**src/rtl/core_pkg.sv**
```systemverilog
// Shared encodings for the multi-cycle control sequencer.
package core_pkg;

  localparam int unsigned ST_W   = 3;
  localparam int unsigned CODE_W = 4;

  typedef logic [ST_W-1:0]   state_t;
  typedef logic [CODE_W-1:0] code_t;

  // Sequencer state encoding (also exported on state_o for debug)
  localparam state_t ST_IDLE  = 3'd0;
  localparam state_t ST_FETCH = 3'd1;
  localparam state_t ST_EXEC  = 3'd2;
  localparam state_t ST_MEM   = 3'd3;
  localparam state_t ST_WB    = 3'd4;
  localparam state_t ST_TRAP  = 3'd5;

  // Trap causes raised by the sequencer itself on memory timeouts
  localparam code_t EXC_INSTR_ACCESS = 4'd1;
  localparam code_t EXC_LOAD_ACCESS  = 4'd5;
  localparam code_t EXC_STORE_ACCESS = 4'd7;

endpackage

```
**src/rtl/core_seq_exc_prio_arb.sv**
```systemverilog
// Fixed-priority exception select: lowest enabled channel wins.
module exc_prio_arb
  import core_pkg::*;
#(
  parameter int unsigned NUM_EXC = 5,
  parameter int unsigned XLEN    = 64
) (
  input  logic [NUM_EXC-1:0]        exc_en_vec,
  input  logic [NUM_EXC*CODE_W-1:0] exc_code_vec,
  input  logic [NUM_EXC*XLEN-1:0]   exc_val_vec,
  output logic                      any_exc_c,
  output code_t                     sel_code_c,
  output logic [XLEN-1:0]           sel_val_c
);

  // Scan from channel 0 upward; the first enabled channel is kept
  always_comb begin
    any_exc_c  = 1'b0;
    sel_code_c = '0;
    sel_val_c  = '0;
    for (int unsigned i = 0; i < NUM_EXC; i++) begin
      if (exc_en_vec[i] && !any_exc_c) begin
        any_exc_c  = 1'b1;
        sel_code_c = exc_code_vec[i*CODE_W +: CODE_W];
        sel_val_c  = exc_val_vec[i*XLEN +: XLEN];
      end
    end
  end

endmodule

```
**src/rtl/core_seq.sv**
```systemverilog
// Multi-cycle fetch/exec/mem/writeback sequencer with trap arbitration.
module core_seq
  import core_pkg::*;
#(
  parameter int unsigned XLEN     = 64,
  parameter int unsigned NUM_EXC  = 5,
  parameter int unsigned MAX_WAIT = 15
) (
  input  logic                      clk,
  input  logic                      rst,
  input  logic [XLEN-1:0]           pc_addr,
  output logic                      imem_req,
  input  logic                      imem_ready,
  output logic                      instr_latch_en,
  input  logic                      is_mem,
  input  logic                      is_store,
  input  logic [XLEN-1:0]           mem_addr,
  output logic                      dmem_req,
  input  logic                      dmem_ready,
  input  logic [NUM_EXC-1:0]        exc_en_vec,
  input  logic [NUM_EXC*CODE_W-1:0] exc_code_vec,
  input  logic [NUM_EXC*XLEN-1:0]   exc_val_vec,
  input  logic                      irq_pending,
  input  logic [CODE_W-1:0]         irq_code,
  input  logic                      mret,
  output logic                      pc_en,
  output logic                      we_regs_en,
  output logic                      we_dmem_en,
  output logic                      we_csr_en,
  output logic                      instr_retired,
  output logic                      trap_taken,
  output logic                      trap_done,
  output logic                      exc_is_irq,
  output logic [CODE_W-1:0]         exc_code,
  output logic [XLEN-1:0]           exc_val,
  output logic [ST_W-1:0]           state_o
);

  // A zero MAX_WAIT disables the timeout but still needs a 1-bit counter
  localparam int unsigned  CNT_W      = (MAX_WAIT > 0) ? $clog2(MAX_WAIT + 1) : 1;
  localparam logic [CNT_W-1:0] CNT_MAX   = {CNT_W{1'b1}};
  localparam logic [CNT_W-1:0] CNT_LIMIT = CNT_W'(MAX_WAIT);
  localparam bit           TIMEOUT_EN = (MAX_WAIT != 0);

  state_t            state_q, state_d;
  logic [CNT_W-1:0]  cnt_q, cnt_d, cnt_inc;
  logic              wait_expired;
  code_t             exc_code_q, exc_code_d;
  logic [XLEN-1:0]   exc_val_q, exc_val_d;
  logic              exc_irq_q, exc_irq_d;

  logic              any_exc;
  code_t             arb_code;
  logic [XLEN-1:0]   arb_val;

  exc_prio_arb #(
    .NUM_EXC (NUM_EXC),
    .XLEN    (XLEN)
  ) u_arb (
    .exc_en_vec   (exc_en_vec),
    .exc_code_vec (exc_code_vec),
    .exc_val_vec  (exc_val_vec),
    .any_exc_c    (any_exc),
    .sel_code_c   (arb_code),
    .sel_val_c    (arb_val)
  );

  // Saturating wait count; expiry is judged on the post-increment value
  assign cnt_inc      = (cnt_q == CNT_MAX) ? cnt_q : cnt_q + CNT_W'(1);
  assign wait_expired = TIMEOUT_EN && (cnt_inc == CNT_LIMIT);

  // State, wait counter and trap-cause registers
  always_ff @(posedge clk) begin
    if (rst) begin
      state_q    <= ST_IDLE;
      cnt_q      <= '0;
      exc_code_q <= '0;
      exc_val_q  <= '0;
      exc_irq_q  <= 1'b0;
    end else begin
      state_q    <= state_d;
      cnt_q      <= cnt_d;
      exc_code_q <= exc_code_d;
      exc_val_q  <= exc_val_d;
      exc_irq_q  <= exc_irq_d;
    end
  end

  // Next-state, wait counting and trap latching
  always_comb begin
    state_d    = state_q;
    cnt_d      = cnt_q;
    exc_code_d = exc_code_q;
    exc_val_d  = exc_val_q;
    exc_irq_d  = exc_irq_q;
    case (state_q)
      ST_IDLE: state_d = ST_FETCH;
      ST_FETCH: begin
        if (imem_ready) begin
          state_d = ST_EXEC;
          cnt_d   = '0;
        end else if (wait_expired) begin
          state_d    = ST_TRAP;
          cnt_d      = '0;
          exc_code_d = EXC_INSTR_ACCESS;
          exc_val_d  = pc_addr;
          exc_irq_d  = 1'b0;
        end else begin
          cnt_d = cnt_inc;
        end
      end
      ST_EXEC: begin
        if (any_exc) begin
          state_d    = ST_TRAP;
          exc_code_d = arb_code;
          exc_val_d  = arb_val;
          exc_irq_d  = 1'b0;
        end else if (is_mem) begin
          state_d = ST_MEM;
        end else begin
          state_d = ST_WB;
        end
      end
      ST_MEM: begin
        if (dmem_ready) begin
          state_d = ST_WB;
          cnt_d   = '0;
        end else if (wait_expired) begin
          state_d    = ST_TRAP;
          cnt_d      = '0;
          exc_code_d = is_store ? EXC_STORE_ACCESS : EXC_LOAD_ACCESS;
          exc_val_d  = mem_addr;
          exc_irq_d  = 1'b0;
        end else begin
          cnt_d = cnt_inc;
        end
      end
      ST_WB: begin
        if (irq_pending) begin
          state_d    = ST_TRAP;
          exc_code_d = irq_code;
          exc_val_d  = '0;
          exc_irq_d  = 1'b1;
        end else begin
          state_d = ST_FETCH;
        end
      end
      ST_TRAP: state_d = ST_FETCH;
      default: state_d = ST_IDLE;
    endcase
  end

  // Strobe decode from state and handshake inputs; silenced during reset
  always_comb begin
    imem_req       = 1'b0;
    instr_latch_en = 1'b0;
    dmem_req       = 1'b0;
    pc_en          = 1'b0;
    we_regs_en     = 1'b0;
    we_dmem_en     = 1'b0;
    we_csr_en      = 1'b0;
    instr_retired  = 1'b0;
    trap_taken     = 1'b0;
    trap_done      = 1'b0;
    if (!rst) begin
      case (state_q)
        ST_FETCH: begin
          imem_req       = 1'b1;
          instr_latch_en = imem_ready;
        end
        ST_MEM: begin
          dmem_req   = 1'b1;
          we_dmem_en = dmem_ready & is_store;
        end
        ST_WB: begin
          pc_en         = 1'b1;
          we_regs_en    = 1'b1;
          we_csr_en     = 1'b1;
          instr_retired = 1'b1;
          trap_done     = mret;
        end
        ST_TRAP: begin
          trap_taken = 1'b1;
          pc_en      = 1'b1;
        end
        default: ;
      endcase
    end
  end

  assign exc_code   = exc_code_q;
  assign exc_val    = exc_val_q;
  assign exc_is_irq = exc_irq_q;
  assign state_o    = state_q;

endmodule

```
**config.mk**
```make
export PLATFORM = sky130hd
export DESIGN_NAME = core_seq
export DESIGN_NICKNAME = d
export VERILOG_FILES = /design/src/rtl/core_pkg.sv /design/src/rtl/core_seq_exc_prio_arb.sv /design/src/rtl/core_seq.sv
export SDC_FILE = /design/constraint.sdc
export NUM_CORES = 1
export LEC_CHECK = 0
export ABC_CLOCK_PERIOD_IN_PS = 2400
export CAP_MARGIN = 20
export CORE_AREA = 4 4 218 220
export CTS_BUF_LIST = sky130_fd_sc_hd__clkbuf_16
export DETAILED_ROUTE_END_ITERATION = 8
export DIE_AREA = 0 0 222 224
export GPL_ROUTABILITY_DRIVEN = 0
export GPL_TIMING_DRIVEN = 0
export HOLD_SLACK_MARGIN = 0.1
export PLACE_DENSITY = 0.46
export SYNTH_ARGS = -nofsm -noshare
export SYNTH_HDL_FRONTEND = slang
export SYNTH_SLANG_ARGS = --single-unit
export TNS_END_PERCENT = 20
```
**constraint.sdc**
```tcl
create_clock -name clk -period 2.4 [get_ports clk]
set_input_delay 0.36 -clock clk [delete_from_list [all_inputs] [get_ports clk]]
set_output_delay 0.36 -clock clk [all_outputs]
set_load 0.1 [all_outputs]
```
Word level (Yosys, flattened, before mapping)
Index checks and enable logic that the tools add are counted.
{"block": "classes", "addsub": 1, "eq_ne": 13, "mux": 64, "bitwise_logic": 1, "n_reduce_logical": 15}
{"op": "2-to-1 mux 64 bit", "n": 11}
{"op": "case mux 64 bit (4 select lines)", "n": 1}
{"op": "2-to-1 mux 4 bit", "n": 15}
{"op": "2-to-1 mux 1 bit", "n": 26}
{"op": "2-to-1 mux 3 bit", "n": 6}
{"op": "case mux 4 bit (4 select lines)", "n": 1}
{"op": "case mux 3 bit (5 select lines)", "n": 1}
{"op": "inequality test 2 bit (second input constant)", "n": 6}
{"op": "== test 4 bit (second input constant)", "n": 2}
{"op": "case mux 4 bit (2 select lines)", "n": 1}
{"op": "AND reduction 7 bit", "n": 1}
{"op": "== test 3 x 2 -> 1 bit (second input constant)", "n": 2}
{"op": "== test 3 bit (second input constant)", "n": 2}
{"op": "AND reduction 5 bit", "n": 1}
{"op": "adder 4 x 1 -> 4 bit (second input constant)", "n": 1}
{"op": "logical AND 1 bit", "n": 4}
{"op": "logical NOT 1 bit", "n": 4}
{"op": "case mux 1 bit (4 select lines)", "n": 1}
{"op": "nonzero test 4 bit", "n": 1}
{"op": "OR reduction 2 bit", "n": 2}
{"op": "== test 3 x 1 -> 1 bit (second input constant)", "n": 1}
{"op": "logical NOT 3 bit", "n": 1}
{"op": "2-to-1 mux 2 bit", "n": 1}
{"op": "nonzero test 2 bit", "n": 1}
{"op": "bitwise AND 1 bit", "n": 1}
{"block": "totals", "register_bits": 76, "inputBits": 485}

Logic depth before layout (Yosys ltp)
Gate-level depths: netlist (run 1).
{"block": "logic_depth", "ltp_word": 15, "mapped_depth": 7, "depth_no_buf": 5}

Modules after synthesis
From an unflattened synthesis (run 1), not the netlist that was laid out.
{"block": "unflattened", "cells_unflattened": 1028, "hier_area_um2": 8734.6}
{"mod": "core_seq", "n_inst": 1, "cells_each": 608, "area_each_um2": 5449.0}
{"mod": "exc_prio_arb", "n_inst": 1, "cells_each": 420, "area_each_um2": 3285.7}

Least setup slack after synthesis (run 1)
OpenSTA, ideal clock, no wires.
{"block": "synth_timing", "kind": "flip-flop to output port", "start": "register state_q[1], in the netlist state_o[1]", "end": "output port we_dmem_en", "t_arrival_ps": 3635, "setup_slack_ps": -1595, "stages_incl_launch_ff": 7, "path_buffers": 3, "path_cell_list": "dfxtp_1 buf_2 and3b_1 clkbuf_1 clkbuf_1 and2_1 and3_1"}
{"block": "synth_between", "elab_chain_cells": 3}
{"element": "from (decl)", "line": "core_seq.sv:45", "rtl": "state_t state_q, state_d;"}
{"element": "from (signal assigned)", "line": "core_seq.sv:81", "rtl": "state_q <= state_d;"}
{"element": "== test 3 x 2 -> 1 bit", "line": "core_seq.sv:166", "rtl": "case (state_q)"}
{"element": "2-to-1 mux 1 bit", "line": "core_seq.sv:166"}
{"element": "2-to-1 mux 1 bit", "line": "core_seq.sv:165", "rtl": "if (!rst) begin"}
{"element": "to (decl)", "line": "core_seq.sv:28", "rtl": "output logic we_dmem_en,"}
No other way between the ends.

Worst setup path after layout (run 1)
{"block": "layout_timing", "start": "input port rst", "end": "output port imem_req"}
{"block": "layout_between", "elab_chain_cells": 1}
{"element": "from (decl)", "line": "core_seq.sv:10", "rtl": "input logic rst,"}
{"element": "2-to-1 mux 1 bit", "line": "core_seq.sv:165"}
{"element": "to (decl)", "line": "core_seq.sv:12", "rtl": "output logic imem_req,"}
No other way between the ends.

==> results of run 1 <==
## cells in the mapped netlist (2+ instances only)
cell type  instances
a21oi_1           11
a211o_1            2
inv_1             59
clkbuf_1          63
a211oi_1           2
dfxtp_1           76
a22oi_1           65
nand3b_1          60
or3_1              2
and3_1             7
buf_1              9
a311oi_1          11
nor2b_1           64
a32o_1            57
o2bb2ai_1         13
mux2i_1            9
and3b_1            2
o21ai_0           58
o221ai_2          50
nor2_1             7
a31oi_1           75
nand3_1            2
o221ai_1          15
and2_1             3
buf_6             10
nand2_1           73
nand2b_1           4
a22o_1            12
buf_2             18
a21o_1             3
nor3_1             7
nor3b_1            3
buf_4              4
a311o_1            2
## routing by layer
metal	wire, um	part of all wire [%]	GRT usage, %
met5	13	0.024	0
met4	1230	2.3	6.24
met3	4050	7.6	6.08
met2	26000	48	35.4
met1	22300	42	24.9
## area by class of cell
cell class,instances,area [um2]
plain buffers,102,592
fillers,4858,31200
multi-input cells,645,4950
clock inverters,5,78.8
diodes,3,7.51
well taps,600,751
clock buffers,9,225
inverters,60,225
flip-flops and latches,76,1530
repair buffers,570,5730
## registers in the layout (all words and copies together) (netlist names)
register    count
cnt_q           4
state_o         3
exc_is_irq      1
exc_val        64
exc_code        4
## critical path, delay by kind of cell
family	cells	cell delay, ns
buffers and inverters	3	1.59
and+or+nand+nor	1	0.06
## what timing repair did
item / in CTS / in global routing
endpoints found under the hold margin: 0 / 0
pin swaps: 2 / 1
cloned: 0 / 0
gates resized for setup: 90 / 23
endpoints found under the setup margin: 83 / 66
hold buffers: 0 / 0
buffers inserted: 4 / 1
## placed cells by master (no fill, tap or decap), drive strengths merged, types with 59 or more instances in the layout
| cell | count |
|---|---|
| inv | 59 |
| nand3b | 60 |
| clkdlybuf4s50 | 552 |
| dfxtp | 76 |
| a22oi | 65 |
| nor2b | 64 |
| nand2 | 73 |
| a31oi | 75 |
| clkbuf | 78 |
| o221ai | 65 |
## power by group through the flow
stage	logic (mW)	clock network [mW]	registers (mW)
detailed placement	3.09	0	1.48
global route	3.26	1.64	1.46
CTS	3.12	1.62	1.45
floorplan	0.813	0	2.30
global placement	3.08	0	1.47
finish	3.12	1.54	1.45
## worst paths after layout
| kind | from | to | slack, ns |
|---|---|---|---|
| setup / recovery | rst | imem_req | 0.01 |
| hold / removal | exc_is_irq$_SDFFE_PP0P_ | exc_is_irq$_SDFFE_PP0P_ | 0.48 |
| setup reg to reg | cnt_q[0]$_SDFFE_PP0P_ | exc_val[50]$_SDFFE_PP0P_ | 0.12 |
| hold reg to reg | exc_is_irq$_SDFFE_PP0P_ | exc_is_irq$_SDFFE_PP0P_ | 0.48 |
## metrics by stage
stage,utilization (%),std cells
after global routing,31.1,2069
after floorplan,-,885
final,31.1,2070
after detailed placement,30.0,2050
after CTS,31.0,2066
after global placement,30.0,2049
## cells by family after synthesis
group | after synthesis
adder cells (fa/ha/maj) | 1
XOR/XNOR | 1
buffers and inverters | 164
AND/OR/NAND/NOR | 248
flip-flops | 76
AO/OA/AOI/OAI | 386
multiplexers | 9
==> impl_metrics.csv, run 1 <==
group,metric,value,unit
run_status,status,"finished clean",
final_layout,final_area,14100,um2
synthesis,avgSynthCellArea,8.04,um2
hold_path,min_path_type,"register to register",
die,ios,567,
worst_setup_path,crit_fanout,10,
clock_network,clk_latency,0.38,ns
detailed_routing,antenna_left,0,
power,p_sw,2.53,mW
power,irDropWorstVdd,0.283,mV
synthesis,synth_compound_area_share,45.9,%
synthesis,ys_top_cells_by_area,"dfxtp_1 (21%), o221ai_2 (11%), a32o_1 (8.0%), a22oi_1 (6.9%), a31oi_1 (6.6%)",
die,start_util,15.7,%
synthesis,synth_warnings,0,
worst_setup_path,worstPathCellList,"clkdlybuf4s50_1 -> clkbuf_1 -> nor3_4 -> clkdlybuf4s15_2",
hold_path,min_path_cells,2,
worst_setup_path,cp_slowest_stage_delay,0.58,ns
worst_setup_path,arrival,2.03,ns
synthesis,synth_simple_gate_area_share,20.9,%
synthesis,yosys.area.top_type,"dfxtp_1",
die,core.rowCount,78,
detailed_routing,drt-pass1-iter-count,5,
detailed_routing,routed_wl,53600,um
worst_setup_path,crit_type,"input pin to output pin",
sta,worstMarginPinSlew,1.11,ns
die,core_area,45300,um2
die,die_area,49700,um2
worst_setup_path,cp-end-kind,"output pin",
final_layout,synthToLayoutAreaGrowth,98.0,%
synthesis,synth_top_family_by_area,"compound AO/OA/AOI/OAI gates",
power,power.total,6.10,mW
worst_setup_path,cp-start-kind,"input pin",
die,die_w,222,um
synthesis,synth_edf_count,0,
clock_network,cts_root_buf,"clkbuf_16",
sta,rsz0062_at_grt,"yes",
place,io_buffers,564,
grt,grt_pass1_wl,75300,um
worst_setup_path,worst_path_max_delay_cell,"clkbuf_1",
worst_setup_path,r2r_cells,6,
synthesis,synth.area.mux_share,1.27,%
synthesis,synth_area,7120,um2
synthesis,seq_area_frac_synth,21.4,%
sta,whs,0.479,ns
detailed_routing,dr_total_vias,9985,
grt,grt_pass1_vias,10500,
power,pwr-share-comb,51.0,%
sta,finalCritPeriodShare,99.5,%
sta,finalSetupTns,0,ns
clock_network,cts_tree,"built",
place,hpwl,43800,um
clock_network,clkSinkCount,76,
detailed_routing,post_drt_wl_per_cell,25.9,um
grt,antenna_found_initial,8,
synthesis,synth_nets,1371,
detailed_routing,vias_per_cell,4.82,
synthesis,synth.distinct_cells,61,
synthesis,netlist_instances,885,
sta,fin_worst_skew,0.0152,ns
sta,period_minus_slack,2.39,ns
synthesis,synth_fa_ha_area_share,0.176,%
power,clockPowerShare,25.2,%
power,power.density,433,nW/um2
detailed_routing,drt_iter0_drc,570,
sta,setup_viol_count_final,0,
synthesis,ys.flop_type,"dfxtp_1",
power,cellLeakagePower,4.79,nW
sta,drv_slew,0,
clock_network,clk_path_buf_depth,2,
final_layout,nets,1950,
detailed_routing,drc_errors,0,
sta,setup_slack,0.0120,ns
grt,grt_usage,20.5,%
grt,grt_max_degree,18,
final_layout,drive_above_1_share,11.0,%
sta,slew_headroom,25.6,%
place,place_area,13600,um2
clock_network,htreeDepth,3,
place,dp_slack,-1.52,ns
synthesis,async_flop_share,0,%
sta,clock.fmax,419,MHz
sta,finalHoldViolations,0,
job,maxCapViolations,0,
power,p_int,3.57,mW
power,p_sw_share,41.5,%
clock_network,clkTransAtPathRegs,0.07,ns
die,die_h,224,um
grt,overflow,0,
synthesis,synth_xor_area_share,0.229,%
clock_network,cts_buffers,9,
synthesis,ys_ff_latch,76,
power,seqPwrFrac,23.7,%
synthesis,synth_top_area_share,21.4,%
worst_setup_path,crit_required,2.04,ns
Note: power is estimated with default switching activity, not from simulation.
==> run 2: changes to the inputs <==
Settings changed: RECOVER_POWER from default to 100.
==> run 2 against run 1 <==
  * Highest routed layer unchanged
  * Register-to-register slack got worse by 0.02 ns
  * Largest power group unchanged
  * Via count rose by 0.22%
  * Maximum frequency barely moved
  * Sequential cell count did not move
  * First-iteration DRC count rose by 7.9%
==> impl_metrics.csv, run 2 (synthesized netlist as in run 1, its figures left out) <==
group,metric,value,unit
worst_setup_path,cp_top_family,"buffers and inverters",
grt,grt_max_degree,18,
sta,finalCritPeriodShare,99.5,%
final_layout,synthToLayoutAreaGrowth,95.4,%
final_layout,drive_above_1_share,9.41,%
worst_setup_path,crit_fanout,10,
final_layout,regArea,1530,um2
detailed_routing,vias_per_cell,4.84,
detailed_routing,antenna_left,0,
power,power.total,6.02,mW
grt,grt_pass1_vias,10500,
clock_network,clk_path_buf_depth,2,
final_layout,final_area,13900,um2
sta,period_minus_slack,2.39,ns
final_layout,multi_input_area,4820,um2
sta,clock.fmax,419,MHz
worst_setup_path,worst_path_max_delay_cell,"clkbuf_1",
die,start_util,15.7,%
sta,drv_slew,0,
die,die_area,49700,um2
clock_network,cts_root_buf,"clkbuf_16",
grt,grt_usage,20.5,%
die,die_h,224,um
sta,fin_worst_skew,0.0155,ns
grt,antenna_found_initial,8,
place,io_buffers,564,
sta,whs,0.475,ns
detailed_routing,routed_wl,53600,um
worst_setup_path,crit_type,"input pin to output pin",
grt,overflow,0,
worst_setup_path,cp_slowest_stage_delay,0.59,ns
hold_path,min_from,"exc_is_irq$_SDFFE_PP0P_",
detailed_routing,post_drt_wl_per_cell,25.9,um
detailed_routing,dr_total_vias,10000,
final_layout,nets,1950,
detailed_routing,drt_iter0_drc,615,
detailed_routing,wl_met2,26000,um
sta,finalHoldViolations,0,
sta,rsz0062_at_grt,"yes",
worst_setup_path,timing.critical_path.buf_inv,3,
die,die_w,222,um
sta,worstMarginPinSlew,1.21,ns
final_layout,mostFrequentLayoutCell,"clkdlybuf4s50_1",
clock_network,cts_tree,"built",
die,ios,567,
clock_network,clkSinkCount,76,
worst_setup_path,cp-start-kind,"input pin",
detailed_routing,drt-pass1-iter-count,5,
sta,slew_headroom,19.9,%
sta,setup_slack,0.0126,ns
clock_network,clkTransAtPathRegs,0.07,ns
worst_setup_path,worstSetupStartpoint,"rst",
worst_setup_path,cp-end-kind,"output pin",
detailed_routing,route.met3.wl,4200,um
detailed_routing,drc_errors,0,
die,core.rowCount,78,
clock_network,cts_buffers,9,
worst_setup_path,reg2reg_from,"state_o[2]$_SDFF_PP0_",
final_layout,mostFrequentLayoutCells,"clkdlybuf4s50_1 (495), a31oi_1 (75), dfxtp_1 (75), nand2_1 (73), a22oi_1 (65)",
worst_setup_path,worstPathCellList,"clkdlybuf4s50_1 -> clkbuf_1 -> nor3_4 -> clkdlybuf4s15_2",
final_layout,largest_register_ffs,64,
worst_setup_path,arrival,2.03,ns
worst_setup_path,crit_required,2.04,ns
detailed_routing,wl_met1,22300,um
place,dp_slack,-1.52,ns
sta,setup_viol_count_final,0,
power,irDropWorstVdd,0.283,mV
power,cellLeakagePower,4.92,nW
final_layout,fill_cells,4901,
die,core_area,45300,um2
clock_network,htreeDepth,3,
clock_network,clk_latency,0.38,ns
job,maxCapViolations,0,
place,hpwl,43800,um
grt,grt_pass1_wl,75300,um
power,power.density,433,nW/um2
detailed_routing,top_layer,"met5",
hold_path,min_path_type,"register to register",
run_status,status,"finished clean",
place,place_area,13600,um2
run 2: worst paths after layout:
path                               to  cells after the start  slack (ns)
max                          imem_req                      4        0.01
min           exc_is_irq$_SDFFE_PP0P_                      2        0.47
max reg2reg  exc_val[22]$_SDFFE_PP0P_                      8        0.10
min reg2reg   exc_is_irq$_SDFFE_PP0P_                      2        0.47
run 2: per-stage QoR:
stage                     utilization [%]  instances  setup TNS (ns)
final                                30.7       2069               0
after global routing                 30.7       2069          -0.550
after CTS                            31.0       2066          -0.107
after detailed placement             30.0       2050          -92.64
after global placement               30.0       2049          -92.20
after floorplan                         -        885         -0.0633
run 2: what timing repair did:
item / 4_1_cts / 5_1_grt
endpoints found under the setup margin: 83 / 66
resized for setup: 90 / 23
setup buffers: 4 / 1
pin swaps: 2 / 1
hold buffers: 0 / 0
run 2: cell type report:
class / instances / area share [%]
buffer: 102 / 4.08
timing repair buffer: 570 / 41.1
clock inverter: 5 / 0.567
clock buffer: 9 / 1.62
antenna: 2 / 0.0360
tap: 600 / 5.40
multi-input combinational: 645 / 34.6
sequential: 76 / 11.0
inverter: 60 / 1.62
run 2: worst reg2reg max path, stage by stage, from the launching register on:
cell      delay (ns)
dfxtp_1         0.33
buf_4           0.17
clkbuf_2        0.31
nor2b_4         0.13
nor2_2          0.30
buf_6           0.28
clkbuf_2        0.34
a22oi_1         0.18
o221ai_2        0.19
run 2: power breakdown:
| part | switching [mW] | internal [mW] |
|---|---|---|
| combinational | 1.79 | 1.24 |
| clock | 0.640 | 0.896 |
| sequential | 0.0641 | 1.38 |
| total | 2.50 | 3.52 |
run 2: layer usage:
metal  up-vias  GRT usage (%)
met5         -              0
met4         2           6.24
met3        57           6.08
met2       497           35.4
met1      4820           24.9
li1       4631              -
